### src/rtl/wb_trace_buffer.sv
// Writeback trace buffer: records register-file writes (pc, rd, data) into a
// circular buffer with stop/wrap capture, trigger + post window, and FIFO readout.
//
// state   | meaning
// IDLE    | waiting for arm, nothing captured
// CAPTURE | storing writebacks, trigger armed
// POST    | trigger seen, storing the post-trigger window
// DONE    | capture ended, entries drain oldest-first
module wb_trace_buffer #(
  parameter int XLEN      = 32,
  parameter int PC_W      = 32,
  parameter int REG_AW    = 5,
  parameter int DEPTH     = 16,
  parameter int WRAP_MODE = 0,
  parameter int POST_TRIG = 4,
  parameter int CNT_W     = 32
) (
  input  logic                       clk,
  input  logic                       reset,
  input  logic                       arm,
  input  logic                       stop,
  input  logic                       wb_valid,
  input  logic [PC_W-1:0]            wb_pc,
  input  logic [REG_AW-1:0]          wb_rd,
  input  logic [XLEN-1:0]            wb_data,
  input  logic                       trig_en,
  input  logic [REG_AW-1:0]          trig_rd,
  input  logic                       trig_data_en,
  input  logic [XLEN-1:0]            trig_data,
  output logic                       rd_valid,
  input  logic                       rd_ready,
  output logic [PC_W-1:0]            rd_pc,
  output logic [REG_AW-1:0]          rd_reg,
  output logic [XLEN-1:0]            rd_data,
  output logic [1:0]                 state,
  output logic [$clog2(DEPTH+1)-1:0] count,
  output logic                       overflow,
  output logic                       triggered,
  output logic [CNT_W-1:0]           cycle_cnt,
  output logic [CNT_W-1:0]           retire_cnt
);

  localparam int AW = $clog2(DEPTH);
  localparam int CW = $clog2(DEPTH+1);

  typedef enum logic [1:0] {
    S_IDLE    = 2'd0,
    S_CAPTURE = 2'd1,
    S_POST    = 2'd2,
    S_DONE    = 2'd3
  } state_e;

  state_e            state_q;
  logic [AW-1:0]     wptr_q, rptr_q;
  logic [CW-1:0]     count_q, post_q;
  logic              overflow_q, triggered_q;
  logic [CNT_W-1:0]  cycle_cnt_q, retire_cnt_q;

  logic [PC_W-1:0]   mem_pc_q   [DEPTH];
  logic [REG_AW-1:0] mem_rd_q   [DEPTH];
  logic [XLEN-1:0]   mem_data_q [DEPTH];

  logic active, capturable, full, drop, store, trig_hit, pop;

  assign active     = (state_q == S_CAPTURE) || (state_q == S_POST);
  // arm and reset both take priority over a same-cycle writeback
  assign capturable = active && wb_valid && (wb_rd != '0) && !arm && !reset;
  assign full       = (count_q == CW'(DEPTH));
  assign drop       = capturable && full && (WRAP_MODE == 0);
  assign store      = capturable && !drop;
  assign trig_hit   = (state_q == S_CAPTURE) && trig_en && (wb_rd == trig_rd) &&
                      (!trig_data_en || (wb_data == trig_data));

  assign rd_valid   = (state_q == S_DONE) && (count_q != '0);
  assign pop        = rd_valid && rd_ready;
  assign rd_pc      = rd_valid ? mem_pc_q[rptr_q]   : '0;
  assign rd_reg     = rd_valid ? mem_rd_q[rptr_q]   : '0;
  assign rd_data    = rd_valid ? mem_data_q[rptr_q] : '0;

  assign state      = state_q;
  assign count      = count_q;
  assign overflow   = overflow_q;
  assign triggered  = triggered_q;
  assign cycle_cnt  = cycle_cnt_q;
  assign retire_cnt = retire_cnt_q;

  always_ff @(posedge clk) begin
    if (store) begin
      mem_pc_q[wptr_q]   <= wb_pc;
      mem_rd_q[wptr_q]   <= wb_rd;
      mem_data_q[wptr_q] <= wb_data;
    end
  end

  always_ff @(posedge clk) begin
    if (reset) begin
      state_q      <= S_IDLE;
      wptr_q       <= '0;
      rptr_q       <= '0;
      count_q      <= '0;
      post_q       <= '0;
      overflow_q   <= 1'b0;
      triggered_q  <= 1'b0;
      cycle_cnt_q  <= '0;
      retire_cnt_q <= '0;
    end else if (arm) begin
      state_q      <= S_CAPTURE;
      wptr_q       <= '0;
      rptr_q       <= '0;
      count_q      <= '0;
      post_q       <= '0;
      overflow_q   <= 1'b0;
      triggered_q  <= 1'b0;
      cycle_cnt_q  <= '0;
      retire_cnt_q <= '0;
    end else begin
      case (state_q)
        S_CAPTURE, S_POST: begin
          if (!(&cycle_cnt_q)) cycle_cnt_q <= cycle_cnt_q + 1'b1;
          if (wb_valid && !(&retire_cnt_q)) retire_cnt_q <= retire_cnt_q + 1'b1;
          if (drop) begin
            overflow_q <= 1'b1;
            state_q    <= S_DONE;
          end else if (store) begin
            wptr_q <= wptr_q + 1'b1;
            // a full wrap-mode buffer overwrites the oldest entry
            if (full) begin
              rptr_q     <= rptr_q + 1'b1;
              overflow_q <= 1'b1;
            end else begin
              count_q <= count_q + 1'b1;
            end
            if (trig_hit) begin
              triggered_q <= 1'b1;
              if (POST_TRIG == 0) begin
                state_q <= S_DONE;
              end else begin
                state_q <= S_POST;
                post_q  <= CW'(POST_TRIG);
              end
            end else if (state_q == S_POST) begin
              post_q <= post_q - 1'b1;
              if (post_q == CW'(1)) state_q <= S_DONE;
            end
          end
          if (stop) state_q <= S_DONE;
        end
        S_DONE: begin
          if (pop) begin
            rptr_q  <= rptr_q + 1'b1;
            count_q <= count_q - 1'b1;
          end
        end
        default: ;
      endcase
    end
  end

endmodule

### config.mk
export PLATFORM = sky130hd
export DESIGN_NAME = wb_trace_buffer
export DESIGN_NICKNAME = d
export VERILOG_FILES = /design/src/rtl/wb_trace_buffer.sv
export SDC_FILE = /design/constraint.sdc
export NUM_CORES = 1
export LEC_CHECK = 0
export CORE_UTILIZATION = 38
export DETAILED_ROUTE_END_ITERATION = 10
export DONT_BUFFER_PORTS = 1
export SYNTH_ARGS = -nofsm -noshare
export SYNTH_HDL_FRONTEND = slang
export SYNTH_SLANG_ARGS = --single-unit
export TNS_END_PERCENT = 5
### constraint.sdc
create_clock -name clk -period 10 [get_ports clk]
set_input_delay 1 -clock clk [delete_from_list [all_inputs] [get_ports clk]]
set_output_delay 1 -clock clk [all_outputs]
set_load 0.01 [all_outputs]
-- Word-level counts from Yosys, hierarchy flattened
Memories as Yosys holds them, arrays and structs flattened. A register that Yosys moved wholly into a read port is not among the register bits.
Cells that the tools add are included.
- reductions and logical operators: 46
- mux-type cells: 34
- eq/ne operators: 12
- add/sub/neg operators: 7
- bitwise logic cells: 2
- operator list (operator ; count):
    $add 32x1->32 const B ; 2
    $mux 32 ; 2
    $reduce_and 32->1 ; 2
    $mux 4 ; 10
    $mux 5 ; 7
    $eq 32x32->1 ; 1
    $reduce_bool 5->1 ; 4
    $reduce_and 4->1 ; 4
    $logic_and 1x1->1 ; 12
    $mux 2 ; 6
    $reduce_bool 4->1 ; 3
    $ne 2x2->1 const B ; 5
    $pmux 5 s2 ; 1
    $reduce_and 5->1 ; 2
    $reduce_bool 2->1 ; 5
    $sub 5x1->5 const B ; 2
    $add 4x1->4 const B ; 2
    $pmux 4 s2 ; 1
    $mux 1 ; 7
    $reduce_and 3->1 ; 2
    $add 5x1->5 const B ; 1
    $eq 5x1->1 const B ; 1
    $eq 5x5->1 ; 1
    $eq 5x5->1 const B ; 1
    other kinds (8) ; 17
- output and inout bits: 143
- register bits: 86
- word-level logic and storage cells: 114
- input port bits: 114
- memories: 3
- bits in writable memories: 1104
- memory list (memory ; words ; bits a word ; read ports ; clocked after memory_dff ; wr ports ; line ; text):
    mem_data_q ; 16 ; 32 ; 1 ; 1 ; 1 ; 61 ; logic [XLEN-1:0] mem_data_q [DEPTH];
    mem_pc_q ; 16 ; 32 ; 1 ; 1 ; 1 ; 59 ; logic [PC_W-1:0] mem_pc_q [DEPTH];
    mem_rd_q ; 16 ; 5 ; 1 ; 1 ; 1 ; 60 ; logic [REG_AW-1:0] mem_rd_q [DEPTH];

-- Logic depth before layout (Yosys ltp)
- depth after elaboration: 14
- gate-level depth with buffers: 10
- mapped depth without buffers: 9

-- Least setup slack after synthesis
No wires, ideal clock.
- path type: input port to flip-flop
- start point: in arm
- end point: mem mem_data_q[1][0], enable pin
- required time: 9.419 ns
- cell stages on the path: 6
- setup slack: 2.630 ns
- data arrival time: 6.789 ns
- library setup time: 0.581 ns
- cell sequence: nor2_1 o211ai_2 nor2_1 buf_2 nand2_1 nor3_1
- cells in the longest elaborated chain, start to end: 8
- RTL lines (what ; line ; text):
    start, declared ; 20 ; input logic arm,
    $logic_not 1->1 (*) ; 67 ; assign capturable = active && wb_valid && (wb_rd != '0) && !arm && !reset;
    $logic_and 1x1->1 (*) (2 in a row) ; 67 ;
    $logic_and 1x1->1 ; 69 ; assign drop = capturable && full && (WRAP_MODE == 0);
    $logic_not 1->1 ; 70 ; assign store = capturable && !drop;
    $logic_and 1x1->1 (*) ; 70 ;
    $mux 1 (*) ; 88 ; if (store) begin
    $mux 1 (not written as such) (*) ; 91 ; mem_data_q[wptr_q] <= wb_data;
    end, declared ; 61 ;
Every way passes the cells marked *; elsewhere a longest branch is shown, timed or not.

==> out/metrics.json <==
{
  "outcome": {
    "status": "finished, final reports clean"
  },
  "floorplan": {
    "die-area_um2": 125000,
    "number_of_rows_created_at_floorplan": 128,
    "io_pins": 257,
    "die_width_um": 353,
    "core_area_um2": 122000,
    "die_height_um": 353,
    "initial_core_utilization_pct": 38.4
  },
  "sta": {
    "finalHoldViolCount": 0,
    "rsz_0062_raised_after_global_routing": "no",
    "fin_worst_skew_ns": 0.0661,
    "fin_tns_setup_ns": 0,
    "worst_hold_margin_ns": 0.358,
    "maxSlewHeadroom_pct": 20.1,
    "slew_viol_final": 0,
    "layout_worst_path_cycle_share_pct": 54.9,
    "min_period_ns": 5.49,
    "finalWorstSetupSlack_ns": 4.51,
    "setup-violations-final": 0,
    "max_slew.worst_pin.slew_ns": 1.20,
    "clock.fmax_mhz": 182
  },
  "drt": {
    "routed_via_density": 5.55,
    "1st_pass_router_iterations": 7,
    "detail_route.wirelength_mm": 112,
    "number_of_drc_violations_after_detailed_routing_iteration_0": 2103,
    "wire_per_inst_um": 28.3,
    "remaining_drc_errors": 0,
    "route.vias.total": 22000,
    "drtAntennaViolNets": 0
  },
  "cts": {
    "tritoncts": "done",
    "worstSkewPairLatency_ns": 0.74,
    "h-tree-depth": 3,
    "cts_max_path_buffers": 3,
    "cts_root_buffer": "sky130_fd_sc_hd__clkbuf_16",
    "post_cts.repair.setup_buffers": 0,
    "cts_repair_resize_count": 0,
    "cts_hold_buf": 0,
    "clkSinkCount": 1194,
    "path_clk_slew_ns": 0.06,
    "numCtsBuffers": 120
  },
  "global_route": {
    "grt_pass1_vias": 23200,
    "number_of_antenna_violations_at_the_first_check_in_global_routing": 4,
    "largest_net_degree_at_the_start_of_global_routing": 126,
    "grt_first_pass_wirelength_mm": 164,
    "grt.overflow.total": 0,
    "grt_usage_pct": 18.0
  },
  "flow_run": {
    "cap_violations": 0
  },
  "setup_path": {
    "rr_worst_depth": 10,
    "cp-start-kind": "flip-flop",
    "crit_path_max_fanout": 45,
    "setup.worst_path.class": "flip-flop to output pin",
    "worst-endpoint-required_ns": 9.00,
    "arrival_time_reported_for_the_critical_path_endpoint_ns": 4.49,
    "regToRegEndpoint": "mem_pc_q[6][15]",
    "reg2reg_slack_ns": 5.78,
    "rr_startpoint": "state[0]",
    "cp-end-kind": "output pin"
  },
  "power": {
    "design_power_total_mw": 10.0,
    "powerDensity_nw_per_um2": 190,
    "max-vdd-ir-drop_v": 0.000134,
    "static-leakage-power_nw": 15.6
  },
  "placed_design": {
    "dpl_worst_slack_ns": 5.04,
    "place_congestion": 0.796,
    "placedCellCount": 3747,
    "dpl-instance-area_um2": 48700,
    "place.detailed.hpwl_mm": 61.3,
    "buffer_ports.inserted": 0
  },
  "yosys": {
    "async_set_or_reset_flop_fraction_in_the_synthesized_netlist_pct": 0,
    "postSynthCellCount": 2188,
    "avgSynthCellArea_um2": 21.4,
    "post_synth_num_cell_types": 70,
    "synth-edff-count": 1104,
    "dominantRegCellSynth": "sky130_fd_sc_hd__edfxtp_1",
    "ys_ff_latch": 1194,
    "synth.cell_area_um2": 46900,
    "synth.net_count": 2318,
    "ys_seq_area_share_pct": 74.5,
    "yosysWarnings": 0
  },
  "layout": {
    "layoutNonFillerInstCount": 3969,
    "layout-drive-gt1-share_pct": 25.6,
    "finish.net_count": 2374,
    "filler_cell_count": 10400,
    "postLayoutCoreUtil_pct": 43.2,
    "layout.cell_area.non_filler_um2": 52700,
    "layout-area-overhead-vs-synth_pct": 12.3
  },
  "worst_hold_path": {
    "hold_path_end": "mem_data_q[0][16]",
    "whs_path_depth": 0,
    "min_from": "wb_data[16]",
    "hold_class": "primary input to flip-flop"
  }
}
==> registers in the layout (all words and copies together) (netlist names), named ones only <==
name and count:
overflow 1, wptr_q 4, mem_pc_q 512, count 5
mem_rd_q 80, rptr_q 4, post_q 5, mem_data_q 512
triggered 1, retire_cnt 32, state 2, cycle_cnt 32
==> synth_stat cells (17+ instances only) <==
cell type                  count  area, µm²
sky130_fd_sc_hd__dfxtp_1      90       1800
sky130_fd_sc_hd__clkbuf_1     55        206
sky130_fd_sc_hd__buf_6        28        315
sky130_fd_sc_hd__xnor2_1      72        631
sky130_fd_sc_hd__a21oi_1      21        105
sky130_fd_sc_hd__edfxtp_1   1104      33200
sky130_fd_sc_hd__nand4_1      35        219
sky130_fd_sc_hd__and2_1       73        457
sky130_fd_sc_hd__xor2_1       24        210
sky130_fd_sc_hd__mux4_2      343       7720
sky130_fd_sc_hd__nand2_1      40        150
sky130_fd_sc_hd__nand3_1      17       85.1
sky130_fd_sc_hd__inv_1        23       86.3
sky130_fd_sc_hd__nor2_1       85        319
==> how the worst max path moves through the flow <==
stage	start	to	slack [ns]	cells after the start
4_1_cts	flip-flop	rd_data[22]	4.27	5
3_5_place_dp	flip-flop	rd_data[22]	5.04	5
3_3_place_gp	flip-flop	rd_data[22]	5.12	5
6_report	flip-flop	rd_data[22]	4.51	5
5_1_grt	flip-flop	rd_data[22]	4.09	5
2_1_floorplan	arm	mem_data_q[1][0]	2.63	6
==> worst max-delay path: stages (launching register included) <==
cell and delay, ns:
sky130_fd_sc_hd__dfxtp_4 0.76, sky130_fd_sc_hd__buf_4 0.72, sky130_fd_sc_hd__buf_4 0.82, sky130_fd_sc_hd__mux4_1 0.68, sky130_fd_sc_hd__mux4_2 0.51, sky130_fd_sc_hd__and2_1 0.23
==> cell families after synthesis <==
family,after synthesis,synth area share [%]
and+or+nand+nor,328,3.88
adders and majority gates,16,0.443
buffers and inverters,131,1.57
xor gates and xnor gates,96,1.79
DFF,1194,74.5
AOI/OAI and AO/OA,76,1.17
muxes,347,16.6
==> cell usage in the layout (no fill, tap or decap), types with 5 or more instances in the layout <==
cell / synthesis / final
sky130_fd_sc_hd__or3_1: 7 / 7
sky130_fd_sc_hd__ha_1: 15 / 15
sky130_fd_sc_hd__nand4_1: 35 / 35
sky130_fd_sc_hd__clkbuf_1: 55 / 25
sky130_fd_sc_hd__edfxtp_1: 1104 / 1104
sky130_fd_sc_hd__a211oi_1: 12 / 12
sky130_fd_sc_hd__clkinv_1: 0 / 22
sky130_fd_sc_hd__nor2_4: 0 / 12
sky130_fd_sc_hd__and2_1: 73 / 73
sky130_fd_sc_hd__mux4_2: 343 / 343
sky130_fd_sc_hd__dfxtp_1: 90 / 86
sky130_fd_sc_hd__nor2_1: 85 / 73
sky130_fd_sc_hd__and3_1: 11 / 11
sky130_fd_sc_hd__nor3_2: 1 / 5
sky130_fd_sc_hd__xor2_1: 24 / 24
sky130_fd_sc_hd__xnor2_1: 72 / 72
sky130_fd_sc_hd__nand2_1: 40 / 40
sky130_fd_sc_hd__nand2b_1: 5 / 5
sky130_fd_sc_hd__a21oi_1: 21 / 21
sky130_fd_sc_hd__buf_4: 1 / 41
sky130_fd_sc_hd__nor3_1: 15 / 11
sky130_fd_sc_hd__inv_1: 23 / 23
sky130_fd_sc_hd__bufinv_16: 0 / 13
sky130_fd_sc_hd__nand3_1: 17 / 17
sky130_fd_sc_hd__clkinv_16: 0 / 5
sky130_fd_sc_hd__nor4_1: 7 / 7
sky130_fd_sc_hd__clkbuf_16: 0 / 120
sky130_fd_sc_hd__clkinv_2: 0 / 28
sky130_fd_sc_hd__o21ai_0: 7 / 7
sky130_fd_sc_hd__or4_1: 6 / 6
==> cell type report <==
class | count | area, µm² | share of cell area (%)
flip-flops and latches | 1194 | 35000 | 66.4
clock inverters | 74 | 811 | 1.54
inverters | 23 | 86.3 | 0.164
clock buffers | 147 | 3120 | 5.93
multi-input cells | 863 | 11300 | 21.5
diodes | 1 | 2.50 | 0.00475
well taps | 1625 | 2030 | 3.86
repair buffers | 42 | 328 | 0.622
==> layer usage <==
layer | routed length [µm] | vias to the layer above | GRT usage (%)
li1 | - | 9178 | -
met1 | 46200 | 11900 | 24.2
met2 | 57100 | 775 | 30.1
met3 | 6980 | 154 | 3.25
met4 | 2110 | 0 | 4.69
met5 | 0 | - | 0
==> where the power goes <==
| group | switching, mW | leakage (nW) | total, mW | internal (mW) |
|---|---|---|---|---|
| Clock | 1.91 | 1.92 | 4.47 | 2.56 |
| Combinational | 0.0525 | 3.02 | 0.0823 | 0.0298 |
| Sequential | 0.00515 | 10.7 | 5.46 | 5.46 |
| Total | 1.97 | 15.6 | 10.0 | 8.05 |
No activity file was read; power rests on OpenSTA's default activity.
